<file path="src/rtl/jc_arb_pkg.sv">
// Shared definitions for the Johnson-counter slot arbiter: FSM encodings and a
// width helper that never returns zero, so single-requester builds still get a 1-bit index.
package jc_arb_pkg;

    typedef enum logic [1:0] {
        IDLE  = 2'd0,
        BUSY  = 2'd1,
        GUARD = 2'd2
    } arb_state_t;

    function automatic int clog2(input int value);
        int r;
        r = 0;
        for (int i = 0; i < 31; i++) begin
            if ((1 << i) < value) begin
                r = i + 1;
            end
        end
        return (r < 1) ? 1 : r;
    endfunction

endpackage

</file>
<file path="src/rtl/jc_core.sv">
// Johnson phase generator: WIDTH-stage twisted ring with advance enable,
// recovery from illegal patterns, and decode of the current phase index.
module jc_core
    import jc_arb_pkg::*;
#(
    parameter int WIDTH = 4,
    parameter int PW    = 3
) (
    input  logic             clk,
    input  logic             rstn,
    input  logic             adv,
    output logic [WIDTH-1:0] jc,
    output logic [PW-1:0]    phase
);

    logic legal;
    int   ones_cnt;

    // Legal patterns are a run of ones anchored at bit 0 (rising half)
    // or a run of ones anchored at the MSB (falling half).
    function automatic logic [WIDTH-1:0] jc_pattern(input int k);
        logic [WIDTH-1:0] ones;
        ones = '1;
        if (k <= WIDTH) begin
            return ones >> (WIDTH - k);
        end
        return ones << (k - WIDTH);
    endfunction

    always_comb begin
        legal = 1'b0;
        for (int k = 0; k < 2*WIDTH; k++) begin
            if (jc == jc_pattern(k)) begin
                legal = 1'b1;
            end
        end
        ones_cnt = $countones(jc);
        phase    = '0;
        if (legal) begin
            phase = jc[WIDTH-1] ? PW'(2*WIDTH - ones_cnt) : PW'(ones_cnt);
        end
    end

    // A corrupted ring is not stepped; it is reloaded to the all-zero phase.
    always_ff @(posedge clk or negedge rstn) begin
        if (!rstn) begin
            jc <= '0;
        end else if (adv) begin
            jc <= legal ? {jc[WIDTH-2:0], ~jc[WIDTH-1]} : '0;
        end
    end

endmodule

</file>
<file path="src/rtl/jc_slot_arbiter.sv">
// Time-slot arbiter: each Johnson phase polls one requester, grants until
// release or SLOT_MAX cycles, then spends one guard cycle before polling again.
module jc_slot_arbiter
    import jc_arb_pkg::*;
#(
    parameter int WIDTH    = 4,
    parameter int NREQ     = 4,
    parameter int SLOT_MAX = 8
) (
    input  logic                           clk,
    input  logic                           rstn,
    input  logic                           en,
    input  logic [NREQ-1:0]                req,
    input  logic [NREQ-1:0]                rel,
    output logic [NREQ-1:0]                gnt,
    output logic [clog2(NREQ)-1:0]         gnt_id,
    output logic                           busy,
    output logic                           timeout,
    output logic [WIDTH-1:0]               jc_state,
    output logic [clog2(2*WIDTH)-1:0]      phase
);

    localparam int IDW = clog2(NREQ);
    localparam int PW  = clog2(2*WIDTH);
    localparam int CW  = clog2(SLOT_MAX);

    if (2*WIDTH < NREQ) begin : g_bad_phase_count
        $error("jc_slot_arbiter: 2*WIDTH must be >= NREQ");
    end
    if (WIDTH < 2) begin : g_bad_width
        $error("jc_slot_arbiter: WIDTH must be >= 2");
    end
    if (SLOT_MAX < 1) begin : g_bad_slot_max
        $error("jc_slot_arbiter: SLOT_MAX must be >= 1");
    end

    arb_state_t      state;
    logic [CW-1:0]   slot_cnt;
    logic [IDW-1:0]  owner;
    logic            adv;
    logic            grantee_done;

    assign owner = IDW'(int'(phase) % NREQ);

    // The ring only moves while polling an idle owner, or once per guard cycle.
    assign adv = (state == GUARD) || ((state == IDLE) && en && !req[owner]);

    assign grantee_done = rel[gnt_id] || !req[gnt_id];

    jc_core #(
        .WIDTH (WIDTH),
        .PW    (PW)
    ) u_core (
        .clk   (clk),
        .rstn  (rstn),
        .adv   (adv),
        .jc    (jc_state),
        .phase (phase)
    );

    always_ff @(posedge clk or negedge rstn) begin
        if (!rstn) begin
            state    <= IDLE;
            gnt      <= '0;
            gnt_id   <= '0;
            busy     <= 1'b0;
            timeout  <= 1'b0;
            slot_cnt <= '0;
        end else begin
            timeout <= 1'b0;
            unique case (state)
                IDLE: begin
                    if (en && req[owner]) begin
                        state    <= BUSY;
                        gnt      <= NREQ'(1) << owner;
                        gnt_id   <= owner;
                        busy     <= 1'b1;
                        slot_cnt <= '0;
                    end
                end
                BUSY: begin
                    // A voluntary release takes priority over the forced one.
                    if (grantee_done) begin
                        state <= GUARD;
                        gnt   <= '0;
                        busy  <= 1'b0;
                    end else if (slot_cnt == CW'(SLOT_MAX - 1)) begin
                        state   <= GUARD;
                        gnt     <= '0;
                        busy    <= 1'b0;
                        timeout <= 1'b1;
                    end else begin
                        slot_cnt <= slot_cnt + 1'b1;
                    end
                end
                GUARD: begin
                    state <= IDLE;
                end
                default: begin
                    state <= IDLE;
                    gnt   <= '0;
                    busy  <= 1'b0;
                end
            endcase
        end
    end

endmodule

</file>
<file path="config.mk">
export PLATFORM = sky130hd
export DESIGN_NAME = jc_slot_arbiter
export DESIGN_NICKNAME = d
export VERILOG_FILES = /design/src/rtl/jc_arb_pkg.sv /design/src/rtl/jc_core.sv /design/src/rtl/jc_slot_arbiter.sv
export SDC_FILE = /design/constraint.sdc
export NUM_CORES = 1
export LEC_CHECK = 0
export ABC_CLOCK_PERIOD_IN_PS = 9000
export CAP_MARGIN = 20
export CORE_MARGIN = 4
export CORE_UTILIZATION = 60
export DETAILED_ROUTE_END_ITERATION = 8
export DONT_BUFFER_PORTS = 1
export HOLD_SLACK_MARGIN = 0.08
export PLACE_DENSITY_LB_ADDON = 0.12
export SYNTH_ARGS = -nofsm -noshare
export SYNTH_HDL_FRONTEND = slang
export SYNTH_SLANG_ARGS = --single-unit
</file>
<file path="constraint.sdc">
create_clock -name clk -period 9 [get_ports clk]
set_input_delay 1.35 -clock clk [delete_from_list [all_inputs] [get_ports clk]]
set_output_delay 1.35 -clock clk [all_outputs]
set_load 0.01 [all_outputs]
</file>
== Word level (Yosys, flattened, before mapping) ==
Index checks and enable logic that the tools add are counted.

* Memories: 0
* Memory bits (read-only): 0
* Latch bits: 0
* RAM bits: 0
* Output and inout port bits: 15
* Register bits: 17

* Shifts and indexed selects: 1
* Add/sub/neg operators: 5
* Div/mod/pow operators: 0
* Reduce and logical (&&, ||, !) cells: 14
* Muxes and demuxes: 36
* Multiply operators: 0
* $lt $le $gt $ge: 2
* Equal/unequal tests: 14
* Bitwise logic cells: 2

{| class="wikitable"
|+ Operators by type and width
! operator !! count
|-
| $mux W1 || 17
|-
| $eq A4 B4 Y1 const B || 4
|-
| $mux W4 || 4
|-
| $mux W3 || 5
|-
| $pmux W4 S3 || 1
|-
| $bmux W1 S2 || 3
|-
| $lt A2 B3 Y1 const B || 2
|-
| $mux W2 || 3
|-
| $pmux W3 S2 || 1
|-
| $add A1 B1 Y2 || 2
|-
| $eq A4 B1 Y1 const B || 1
|-
| $eq A4 B2 Y1 const B || 1
|-
| $eq A4 B3 Y1 const B || 1
|-
| $logic_not A4 Y1 || 1
|-
| $ne A2 B2 Y1 const B || 2
|-
| $pmux W2 S2 || 1
|-
| $reduce_and A2 Y1 || 2
|-
| $reduce_and A4 Y1 || 1
|-
| $shl A1 B2 Y4 const A || 1
|-
| $add A3 B1 Y3 const B || 1
|-
| $add A3 B3 Y3 || 1
|-
| $eq A3 B3 Y1 const B || 1
|-
| $logic_and A1 B1 Y1 || 3
|-
| $ne A3 B3 Y1 const B || 1
|-
| 11 further kinds || 14
|}

== Logic depth before layout (Yosys ltp) ==
* Word-level depth: 15
* Depth in mapped cells: 12
* Gate-level depth less buffers: 12

== Hierarchy ==
Synthesis repeated with hierarchy kept, for this count alone.

* Cell total of the unflattened synthesis: 107
* Area total of the unflattened synthesis: 1,149.9 µm²

{| class="wikitable"
|+ By module, submodules not included
! module !! instances !! area each (µm²) !! cells each !! seq. area each (µm²)
|-
| jc_slot_arbiter || 1 || 770.7 || 69 || 325.3
|-
| jc_core || 1 || 379.1 || 38 || 100.1
|}

== Least setup slack after synthesis ==
Ideal clock, no wire load.

* Path type: reg-to-output
* From: register u_core.jc[3]
* To: output port phase[2]
* Setup slack: 5.257 ns
* Path buffers: 0
* Data arrival time: 2.393 ns
* Cell stages (with the launch flop): 9
* Required time: 7.650 ns
* Cell sequence: dfrtp_1 inv_1 ha_1 ha_1 fa_1 inv_1 ha_1 or3_1 a21oi_1

* Longest elaborated chain between the ends: 10
* Elaborated cells between the ends (all ways): 21
* Those cells by class: add/sub: 3; eq/ne: 7; mux: 10; reduce/logical: 1

{| class="wikitable"
|+ RTL lines
! item !! line !! source
|-
| start, declared || jc_core.sv:12 || <nowiki>output logic [WIDTH-1:0] jc,</nowiki>
|-
| start signal, assigned || jc_core.sv:49 || <nowiki>jc <= legal ? {jc[WIDTH-2:0], ~jc[WIDTH-1]} : '0;</nowiki>
|-
| parallel branches: the longest is 9 deep, another holds $add A3 B3 Y3 || -- ||
|-
| $mux W3 * || jc_core.sv:39 || <nowiki>if (legal) begin</nowiki>
|-
| end, declared || jc_slot_arbiter.sv:20 || <nowiki>output logic [clog2(2*WIDTH)-1:0] phase</nowiki>
|}

Every way passes the cells marked *.

== Worst setup path in the final report ==
Same ends and word-level chain as after synthesis.

==> flow_metrics.env <==
export IMPL_hold_path_startpoint="slot_cnt[0]$_DFFE_PN0P_"
export IMPL_cp_cell_sequence="inv_1, ha_1, ha_1, fa_1, inv_1, ha_1, or3_1, a21oi_1"
export IMPL_synth_distinct_cells=39
export IMPL_async_flop_share_pct=100.0
export IMPL_chipWidth_um=51.66
export IMPL_busiest_layer="met2"
export IMPL_routabilityCongestion=0.7512
export IMPL_setup_viol=0
export IMPL_synth_most_common_cell="dfrtp_1"
export IMPL_core_um2=1764
export IMPL_clock_path_buffers=2
export IMPL_crit_required_ps=7650
export IMPL_reg2reg_slack_ps=5350
export IMPL_post_cts_buffers=0
export IMPL_drt_wl_total_um=2169
export IMPL_drive_above_1_share_pct=11.57
export IMPL_syn_area_per_cell_um2=9.692
export IMPL_drv_slew=0
export IMPL_synth_main_ff_cell="dfrtp_1"
export IMPL_synth_area_um2=1144
export IMPL_period_share_pct=47.26
export IMPL_cp_end_kind="output port"
export IMPL_hold_end="slot_cnt[0]$_DFFE_PN0P_"
export IMPL_dp_cells=142
export IMPL_area_growth_pct=4.705
export IMPL_vias_per_cell=5.884
export IMPL_critPathKind="flip-flop to output port"
export IMPL_r2r_cells=12
export IMPL_cp_start_kind="flip-flop"
export IMPL_insertion_delay_ps=310
export IMPL_fin_tns_setup_ps=0
export IMPL_power_leakage_nw=0.5656
export IMPL_ios=26
export IMPL_grt_met3_usage_pct=3.725
export IMPL_ys_seq_elements=17
export IMPL_fin_ws_ps=4747
export IMPL_fillers=162
export IMPL_first_iter_violations=13
export IMPL_use_met1_pct=25.00
export IMPL_root_buffer="clkbuf_4"
export IMPL_post_drt_wl_per_cell_um=14.86
export IMPL_finClkSkew_ps=9.816
export IMPL_fin_nets=147
export IMPL_tightest_slew_ps=569.7
export IMPL_dp_hpwl_um=1734
export IMPL_crit_buf_inv=2
export IMPL_post_route_min_period_ps=4253
export IMPL_grt_max_degree=18
export IMPL_post_route_drc_count=0
export IMPL_diodes=0
export IMPL_synth_seq_area_share_pct=37.20
export IMPL_path_max_fanout=7
export IMPL_track_usage_pct=18.67
export IMPL_peakVddDrop_mv=0.2618
export IMPL_drtAntennaViolNets=0
export IMPL_grt_pass1_vias=832
export IMPL_antenna_found_initial=0
export IMPL_path_clk_slew_ps=110
export IMPL_cts_resized=0
export IMPL_cts_made_buffers=3
export IMPL_crit_path_top_delay_cell="dfrtp_1"
export IMPL_drt_first_pass_iters=4
export IMPL_grt_overflow=0
export IMPL_r2r_start="u_core.jc[3]$_DFFE_PN0P_"
export IMPL_preCtsSetupSlack_ps=5075
export IMPL_synth_top_cell_area_share_pct=37.20
export IMPL_grt_pass1_wl_um=3670
export IMPL_critPathArrivalTime_ps=2900
export IMPL_floorplan_initialDensity_pct=64.82
export IMPL_cts_sinks=17
export IMPL_synth_nets=143
export IMPL_rsz0062_at_grt="no"
export IMPL_fmax_ghz=0.2351
export IMPL_rows=15
export IMPL_use_met2_pct=28.60
export IMPL_fin_cells=146
export IMPL_htreeDepth=1
export IMPL_num_vias=859
export IMPL_synth_edf_count=0
export IMPL_ctsHoldBuffers=0
export IMPL_cp_top_family="adder cells"
export IMPL_cts_tree="yes"
export IMPL_dieArea_um2=2668
export IMPL_max_cap_violations=0
export IMPL_netlist_instances=118
export IMPL_io_buffer_count=0
export IMPL_cellPowerDensity_nw_per_um2=390.9
export IMPL_crit_top_cell="ha_1"
export IMPL_synthTopCellsByCount="dfrtp_1, ha_1, o21ai_0"
export IMPL_status="complete, no violations"
export IMPL_die_h_um=51.66
export IMPL_synth_area_leaders="dfrtp_1, ha_1, o21ai_0"
export IMPL_synth_largest_area_cell="dfrtp_1"
export IMPL_holdPathStages=1
export IMPL_slowest_delay_ps=540
export IMPL_finalHoldViolCount=0
export IMPL_hold_class="flip-flop to flip-flop"
export IMPL_relSlewSlack_pct=61.94
export IMPL_synth_warnings=0
export IMPL_r2r_end="gnt_id[1]$_DFFE_PN0P_"
## layer usage
| layer | routed length [um] | part of all wire (%) | up-vias |
|---|---|---|---|
| met5 | 0 | 0 | - |
| met4 | 42 | 1.9 | 0 |
| met3 | 141 | 6.5 | 5 |
| met2 | 911 | 42 | 29 |
| met1 | 1074 | 50 | 402 |
| li1 | - | - | 423 |
## state kept, by name, summed over array words and instances (netlist names)
name	flops
gnt_id	2
busy	1
state	2
u_core.jc	4
timeout	1
slot_cnt	3
gnt	4
## cell usage in the layout, fill, tap and decap left out, types with 2 or more instances in the layout
| cell | Yosys | final |
|---|---|---|
| nand2b_1 | 3 | 3 |
| nor2b_1 | 2 | 2 |
| a21oi_1 | 3 | 3 |
| nand3_1 | 3 | 3 |
| dfrtp_1 | 17 | 17 |
| inv_1 | 11 | 11 |
| mux2i_1 | 5 | 5 |
| nor2_1 | 9 | 9 |
| nand2_1 | 11 | 11 |
| o21ai_0 | 12 | 12 |
| clkbuf_4 | 0 | 3 |
| ha_1 | 13 | 13 |
| o21ai_1 | 2 | 2 |
## worst register-to-register path, stage by stage, from the launching register on
cell and delay [ps]:
dfrtp_1 540, inv_1 170, ha_1 320, ha_1 210
fa_1 510, inv_1 60, ha_1 290, mux2i_2 290
and3_1 220, o22ai_2 80, a21boi_2 190, nor3_2 290
mux2_1 360
## layout make-up
cell class / count / area [um^2] / share of cell area (%)
tap: 25 / 31.28 / 2.612
inverter: 11 / 41.29 / 3.448
sequential: 17 / 425.4 / 35.53
multi-input combinational: 89 / 671.9 / 56.11
clock buffer: 3 / 22.52 / 1.881
clock inverter: 1 / 5.005 / 0.4180
## power breakdown
group / switching, mW / internal, mW
combinational: 0.170 / 0.115
clock: 0.0268 / 0.0166
sequential: 0.0382 / 0.102
## logic make-up after synthesis
kind of cell,synth area share (%)
flops,37.20
simple gates,17.40
mux,6.564
fa+ha+maj,15.97
compound gates,18.82
buf+inv,4.048
## worst max path at each step
stage	startpoint	end	slack, ps	cells past startpoint
after floorplan	u_core.jc[3]$_DFFE_PN0P_	phase[2]	5260	8
after global placement	u_core.jc[3]$_DFFE_PN0P_	phase[2]	5170	8
after detailed placement	u_core.jc[3]$_DFFE_PN0P_	phase[2]	5070	8
after CTS	u_core.jc[3]$_DFFE_PN0P_	phase[2]	4730	8
after global routing	u_core.jc[3]$_DFFE_PN0P_	phase[2]	4560	8
final	u_core.jc[3]$_DFFE_PN0P_	phase[2]	4750	8
## through the flow
step                instance area, um^2  power [mW]  utilization [%]  hold WS, ps
global route                       1197      0.5159            67.87        554.9
finish                             1197      0.4680            67.87        519.0
floorplan                          1144      0.3700                -        460.7
detailed placement                 1170      0.4268            66.31        498.9
global placement                   1170      0.4195            66.31        497.3
CTS                                1197      0.4715            67.87        517.6
(Power assumes the default switching activity.)
